<file path="src/rtl/video_pkg.sv">
// Shared types for the video timing meter: default measurement width and the published timing record.
package video_pkg;

    localparam int VID_W = 12;

    typedef struct packed {
        logic [VID_W-1:0] hact;
        logic [VID_W-1:0] htotal;
        logic [VID_W-1:0] vact;
        logic [VID_W-1:0] vtotal;
    } timing_t;

endpackage

</file>
<file path="src/rtl/vtm_line_counter.sv">
// Per-line pixel and active-pixel counters with hs rise detection; counters saturate and flag overflow.
module vtm_line_counter
    import video_pkg::*;
#(
    parameter int W = VID_W
) (
    input  logic         clk,
    input  logic         rst_n,
    input  logic         ce,
    input  logic         hs,
    input  logic         de,
    output logic         line_done,
    output logic [W-1:0] line_len,
    output logic [W-1:0] line_act,
    output logic         line_ovf
);
    localparam logic [W-1:0] CMAX = '1;

    logic         hs_q;
    logic         ovf_q;
    logic [W-1:0] hcnt;
    logic [W-1:0] dcnt;

    assign line_done = ce && hs && !hs_q;
    assign line_len  = (hcnt == CMAX) ? CMAX : hcnt + 1'b1;
    assign line_act  = dcnt;
    // a line whose length no longer fits is flagged even before it closes
    assign line_ovf  = ovf_q || (hcnt == CMAX);

    always_ff @(posedge clk or negedge rst_n) begin
        if (!rst_n) begin
            hs_q  <= 1'b0;
            ovf_q <= 1'b0;
            hcnt  <= '0;
            dcnt  <= '0;
        end else if (ce) begin
            hs_q <= hs;
            if (line_done) begin
                hcnt  <= '0;
                dcnt  <= '0;
                ovf_q <= 1'b0;
            end else begin
                if (hcnt == CMAX) ovf_q <= 1'b1;
                else              hcnt  <= hcnt + 1'b1;
                if (de) begin
                    if (dcnt == CMAX) ovf_q <= 1'b1;
                    else              dcnt  <= dcnt + 1'b1;
                end
            end
        end
    end

endmodule

</file>
<file path="src/rtl/video_timing_meter.sv">
// Measures active/total width and lines per frame and publishes the mode once stable for STABLE_FRAMES frames.
// Define VIDEO_TIMING_METER_INTERLACE_EN to accept alternating N/N+1 line fields as one interlaced mode.
module video_timing_meter
    import video_pkg::*;
#(
    parameter int          W             = VID_W,
    parameter int          STABLE_FRAMES = 2,
    parameter logic [23:0] TIMEOUT       = 24'd4000000
) (
    input  logic         clk_vid,
    input  logic         reset_n,
    input  logic         ce_pix,
    input  logic         hs,
    input  logic         vs,
    input  logic         de,
    output logic [W-1:0] hact,
    output logic [W-1:0] htotal,
    output logic [W-1:0] vact,
    output logic [W-1:0] vtotal,
    output logic         valid,
    output logic         changed,
    output logic         interlaced
);
    localparam logic [W-1:0] CMAX = '1;
    localparam logic [3:0]   SF   = 4'(STABLE_FRAMES);

    logic         line_done;
    logic         line_ovf;
    logic [W-1:0] line_len;
    logic [W-1:0] line_act;

    vtm_line_counter #(.W(W)) u_line (
        .clk       (clk_vid),
        .rst_n     (reset_n),
        .ce        (ce_pix),
        .hs        (hs),
        .de        (de),
        .line_done (line_done),
        .line_len  (line_len),
        .line_act  (line_act),
        .line_ovf  (line_ovf)
    );

    logic         vs_q;
    logic         started;
    logic         frame_ovf;
    logic [W-1:0] hact_max;
    logic [W-1:0] len_q;
    logic [W-1:0] vact_cnt;
    logic [W-1:0] vtot_cnt;
    logic [3:0]   stable_cnt;
    logic [23:0]  tcnt;
    timing_t      prev;
    timing_t      pub;

    logic         vs_rise;
    logic         tmo_hit;
    logic [W-1:0] hmax_n;
    logic [W-1:0] len_n;
    logic [W-1:0] vact_n;
    logic [W-1:0] vtot_n;
    logic         ovf_n;
    timing_t      cand;
    timing_t      next_pub;
    logic         frame_bad;
    logic         eq_rest;
    logic         il_pair;
    logic         match;
    logic         publish;
    logic [3:0]   stable_n;

    assign vs_rise = ce_pix && vs && !vs_q;
    assign tmo_hit = !vs_rise && (tcnt == TIMEOUT - 24'd1);

    // Accumulator values including a line that closes on this very sample, so a
    // coincident hs/vs rise lands the closing line in the ending frame.
    always_comb begin
        hmax_n = hact_max;
        len_n  = len_q;
        vact_n = vact_cnt;
        vtot_n = vtot_cnt;
        ovf_n  = frame_ovf;
        if (line_done) begin
            if (line_act > hact_max) hmax_n = line_act;
            len_n = line_len;
            ovf_n = frame_ovf || line_ovf;
            if (line_act != '0) begin
                if (vact_cnt == CMAX) ovf_n  = 1'b1;
                else                  vact_n = vact_cnt + 1'b1;
            end
            if (vtot_cnt == CMAX) ovf_n  = 1'b1;
            else                  vtot_n = vtot_cnt + 1'b1;
        end
    end

    always_comb begin
        cand.hact   = hmax_n;
        cand.htotal = len_n;
        cand.vact   = vact_n;
        cand.vtotal = vtot_n;
        frame_bad   = ovf_n || line_ovf;
        eq_rest     = (cand.hact == prev.hact) && (cand.htotal == prev.htotal) &&
                      (cand.vact == prev.vact);
`ifdef VIDEO_TIMING_METER_INTERLACE_EN
        il_pair     = eq_rest && ((cand.vtotal == prev.vtotal + 1'b1) ||
                                  (prev.vtotal == cand.vtotal + 1'b1));
`else
        il_pair     = 1'b0;
`endif
        match       = !frame_bad && eq_rest && ((cand.vtotal == prev.vtotal) || il_pair);
        next_pub    = cand;
        if (il_pair && (prev.vtotal > cand.vtotal)) next_pub.vtotal = prev.vtotal;
        stable_n    = match ? ((stable_cnt >= SF) ? SF : stable_cnt + 4'd1) : 4'd1;
        publish     = (stable_n == SF) && !frame_bad;
    end

    always_ff @(posedge clk_vid or negedge reset_n) begin
        if (!reset_n) begin
            vs_q       <= 1'b0;
            started    <= 1'b0;
            frame_ovf  <= 1'b0;
            hact_max   <= '0;
            len_q      <= '0;
            vact_cnt   <= '0;
            vtot_cnt   <= '0;
            stable_cnt <= '0;
            tcnt       <= '0;
            prev       <= '0;
            pub        <= '0;
            valid      <= 1'b0;
            changed    <= 1'b0;
            interlaced <= 1'b0;
        end else begin
            changed <= 1'b0;
            if (ce_pix) vs_q <= vs;

            if (vs_rise)               tcnt <= '0;
            else if (tcnt != TIMEOUT)  tcnt <= tcnt + 24'd1;

            if (vs_rise) begin
                hact_max  <= '0;
                len_q     <= '0;
                vact_cnt  <= '0;
                vtot_cnt  <= '0;
                frame_ovf <= 1'b0;
                started   <= 1'b1;
                if (started) begin
                    prev       <= cand;
                    stable_cnt <= stable_n;
                    if (publish) begin
                        pub        <= next_pub;
                        valid      <= 1'b1;
                        interlaced <= il_pair;
                        changed    <= !valid || (next_pub != pub) || (il_pair != interlaced);
                    end else if (!match) begin
                        valid <= 1'b0;
                    end
                end
            end else if (line_done) begin
                hact_max  <= hmax_n;
                len_q     <= len_n;
                vact_cnt  <= vact_n;
                vtot_cnt  <= vtot_n;
                frame_ovf <= ovf_n;
            end

            if (tmo_hit) begin
                valid      <= 1'b0;
                pub        <= '0;
                interlaced <= 1'b0;
                stable_cnt <= '0;
                started    <= 1'b0;
                changed    <= valid;
            end
        end
    end

    assign hact   = pub.hact;
    assign htotal = pub.htotal;
    assign vact   = pub.vact;
    assign vtotal = pub.vtotal;

endmodule
</file>
<file path="config.mk">
export PLATFORM = sky130hd
export DESIGN_NAME = video_timing_meter
export DESIGN_NICKNAME = d
export VERILOG_FILES = /design/src/rtl/video_pkg.sv /design/src/rtl/vtm_line_counter.sv /design/src/rtl/video_timing_meter.sv
export SDC_FILE = /design/constraint.sdc
export NUM_CORES = 1
export LEC_CHECK = 0
export ABC_AREA = 1
export BUFFER_PORTS_ARGS = -buffer_cell sky130_fd_sc_hd__buf_2
export CORE_MARGIN = 2
export CORE_UTILIZATION = 55
export CTS_CLUSTER_SIZE = 24
export DETAILED_ROUTE_END_ITERATION = 8
export GPL_ROUTABILITY_DRIVEN = 0
export PLACE_DENSITY = 0.86
export SLEW_MARGIN = 10
export SYNTH_ARGS = -nofsm -noshare
export SYNTH_HDL_FRONTEND = slang
export SYNTH_HIERARCHICAL = 1
export SYNTH_SLANG_ARGS = --single-unit
</file>
<file path="constraint.sdc">
create_clock -name clk_vid -period 3.05 [get_ports clk_vid]
set_clock_uncertainty 0.05 [all_clocks]
set_input_delay 0.1525 -clock clk_vid [delete_from_list [all_inputs] [get_ports clk_vid]]
set_output_delay 0.1525 -clock clk_vid [all_outputs]
set_load 0.005 [all_outputs]
</file>
==> reports/qor.yml <==
synthesis:
  ys_ff_latch: 203
  synth_top_area_share_pct: 42.67
  yosysTopAreaCell: "dfrtp_1"
  netlist_top_cells_count: "515 x nand2_1, 217 x nor2_1, 203 x dfrtp_1, 198 x inv_1, 185 x nand3_1"
  ys_seq_area_share_pct: 42.67
  synth-simple-area-share_pct: 36.81
  synthXorXnorAreaFrac_pct: 2.722
  ys_warn_count: 6
  async_flop_share_pct: 100.0
  synth_mux_area_share_pct: 0
  synth_nets: 1692
  yosysMostFrequentCell: "nand2_1"
  syn_avg_cell_area_um2: 7.145
  synth_edf_count: 0
  synth_compound_area_share_pct: 7.042
  synthDistinctLibCells: 46
  synthCells: 1666
  synth_top_family_by_area: "simple AND/OR/NAND/NOR gates"
  synth_flop_cell: "dfrtp_1"
  synth_fa_ha_area_share_pct: 2.102
  synth.cell_area_um2: 11900
  synth_area_leaders: "dfrtp_1 43%, nand2_1 16%, nand3_1 7.8%"
final_layout:
  layout.nets: 1816
  area_growth_pct: 19.20
  final_cells: 2080
  utilization_pct: 67.08
  drive_gt1_share_pct: 15.24
  diodes: 0
global_route:
  grt_max_degree: 84
  antenna_found_initial: 0
  grt_usage_pct: 29.47
  grt_overflow: 0
  grt_pass1_wl_mm: 54.11
  grt_pass1_vias: 11390
critical_path:
  path_buf_inv: 3
  cp.arrival_ns: 3.56
  cp.required_ns: 3.40
  critPathMaxFanout: 12
  start_kind: "register"
  endpoint_kind: "register"
  slowest_stage: "dfrtp_1"
  crit_path_frequent_cell: "nand2_2"
  setup.worst_path.class: "reg -> reg"
  critPathMaxStageDelay_ns: 0.39
  crit_family: "simple AND/OR/NAND/NOR gates"
  worstPathCellList: "ha_4 -> nand2_4 -> nor2_4 -> xor2_2 -> inv_1 -> nand2_2 -> inv_2 -> nand2_2 -> nand2_2 -> nand2_2 -> nand2_1 -> nor2_1 -> nand2_1 -> nor2_2 -> nand4_1 -> nor2_1 -> nand3_1 -> nor2_2 -> nand3_2 -> nor2_4 -> nand3_4 -> buf_6 -> nand3_1 -> nand2_1"
timing:
  timing.final.crit_share_pct: 105.2
  maxSlewViolCount: 0
  finalWorstSetupSlack_ns: -0.1595
  tns_ns: -6.584
  hold_viol: 0
  period_needed_ns: 3.209
  maxSlewHeadroom_pct: 33.67
  tightest_slew_ns: 0.9936
  setup_viol: 49
  fmax_ghz: 0.3116
  rsz0062_at_grt: "yes"
drt:
  ant_nets: 0
  wl_per_cell_um: 16.39
  wl_mm: 34.08
  dr.pass1.iters: 7
  drtIter0Drc: 1228
  vias_per_cell: 5.652
  via_count: 11760
  post-route-drc-count: 0
outcome:
  violations: "negative setup slack"
  run_status: "complete, but fails checks"
power:
  leakagePower_nw: 7.421
  peakVddDrop_uv: 384.9
  powerDensity_nw_per_um2: 620.5
cts:
  clk_pin_slew_ns: 0.07
  htree_num_levels: 1
  cts_buffer_depth: 3
  cts-root-buf: "clkbuf_16"
  clock_latency_ns: 0.53
  cts.sinks: 203
  tritoncts: "yes"
  cts_inserted_buffers: 22
die:
  core_area_um2: 21150
  fp.dieArea_um2: 22840
  ioPinCount: 57
  num_rows: 53
  die_w_um: 151.1
  die-height_um: 151.1
  start_util_pct: 56.27
placed_design:
  place_hpwl_mm: 22.52
  port_buffers: 55
  placed_cells: 2029
hold_path:
  hold_path.class: "in -> reg"
flow_run:
  cap_violations: 0
[metal layers]
metal | up-vias | part of all wire (%) | GRT usage (%)
met3 | 121 | 8.9 | 5.392
met4 | 0 | 4.0 | 13.22
met1 | 5538 | 40 | 37.63
met5 | - | 0 | 0
met2 | 575 | 48 | 49.05
li1 | 5522 | - | -
[timing repair]
item | 4_1_cts | 5_1_grt
setup buffers | 2 | 1
pin swaps | 11 | 36
gates resized for setup | 24 | 50
gates cloned | 3 | 1
hold buffers | 6 | 0
setup endpoints to repair | 51 | 54
endpoints found under the hold margin | 89 | 0
[layout make-up]
class / instances / area (µm²)
Clock buffer: 30 / 631.9
Clock inverter: 9 / 147.6
Fill cell: 1620 / 6964
Inverter: 206 / 773.2
Multi-Input combinational cell: 1210 / 6048
Sequential cell: 203 / 5080
Tap cell: 275 / 344.1
Timing Repair Buffer: 147 / 1165
[report_power, final]
group	total (W)	internal [W]	switching, W
registers	0.00323	0.00301	0.000221
logic	0.00264	0.000941	0.00170
clock network	0.00293	0.00179	0.00114
total	0.00880	0.00574	0.00307
[kinds of logic (layout without fill, tap and decap cells)]
family / count (synthesis) / after routing
xor gates and xnor gates: 37 / 37
AOI/OAI and AO/OA: 138 / 138
other: 1 / 1
and+or+nand+nor: 1014 / 1014
DFF: 203 / 203
buffers and inverters: 253 / 392
adders and majority gates: 20 / 20
[cells in the final DEF (no fill, tap or decap), drive strengths merged, types with 2 or more instances in the layout]
master and n:
a21o 2, a21oi 24, buf 139, bufinv 4
clkbuf 32, clkinv 4, dfrtp 203, dlygate4sd3 6
ha 20, inv 206, nand2 519, nand3 193
nand3b 12, nand4 28, nor2 229, nor3 18
nor3b 2, nor4 2, o211ai 2, o21ai 60
o21bai 46, or2 9, xnor2 17, xor2 20
[worst paths after layout]
path / slack, ns / from / end / cells past startpoint
max: -0.16 / u_line/hcnt[0]$_DFFE_PN0P_ / htotal[9]$_DFFE_PN0P_ / 24
min in group asynchronous: 0.21 / reset_n / u_line/line_act[9]$_DFFE_PN0P_ / 2
min reg2reg: 0.44 / u_line/ovf_q$_DFFE_PN0P_ / u_line/ovf_q$_DFFE_PN0P_ / 2
max in group asynchronous: 1.86 / reset_n / tcnt[0]$_DFFE_PN0P_ / 3
min: 0.04 / ce_pix / u_line/hcnt[6]$_DFFE_PN0P_ / 4
max reg2reg: -0.16 / u_line/hcnt[0]$_DFFE_PN0P_ / htotal[9]$_DFFE_PN0P_ / 24
[flip-flops by register name (all words and copies together) (netlist names)]
signal	count
htotal	12
vact_cnt	12
frame_ovf	1
vact	12
u_line/line_act	12
tcnt	24
u_line/ovf_q	1
u_line/hs_q	1
len_q	12
vtotal	12
stable_cnt	4
vtot_cnt	12
u_line/hcnt	12
prev	48
started	1
hact	12
valid	1
hact_max	12
changed	1
vs_q	1
[stage by stage]
| stage | worst slack, ns | area (µm²) | total power [W] | hold WS [ns] |
|---|---|---|---|---|
| 3_5_place_dp | -0.2126 | 12970 | 0.005677 | 0.2027 |
| 2_1_floorplan | 0.008431 | 11910 | 0.004855 | -0.1931 |
| 3_3_place_gp | -0.08853 | 12970 | 0.005545 | 0.2024 |
| 5_1_grt | -0.3628 | 14190 | 0.009225 | 0.06393 |
| 6_report | -0.1595 | 14190 | 0.008805 | 0.03760 |
| 4_1_cts | -0.1631 | 13990 | 0.008663 | 0.02364 |
[worst register-to-register path: cells and delay by family (launching register included)]
family	cells	cell delay, ns
buf+inv	3	0.31
fa+ha+maj	1	0.16
xor+xnor	1	0.16
flops	1	0.39
simple gates	19	2.01
No activity file was read; power rests on OpenSTA's default activity.
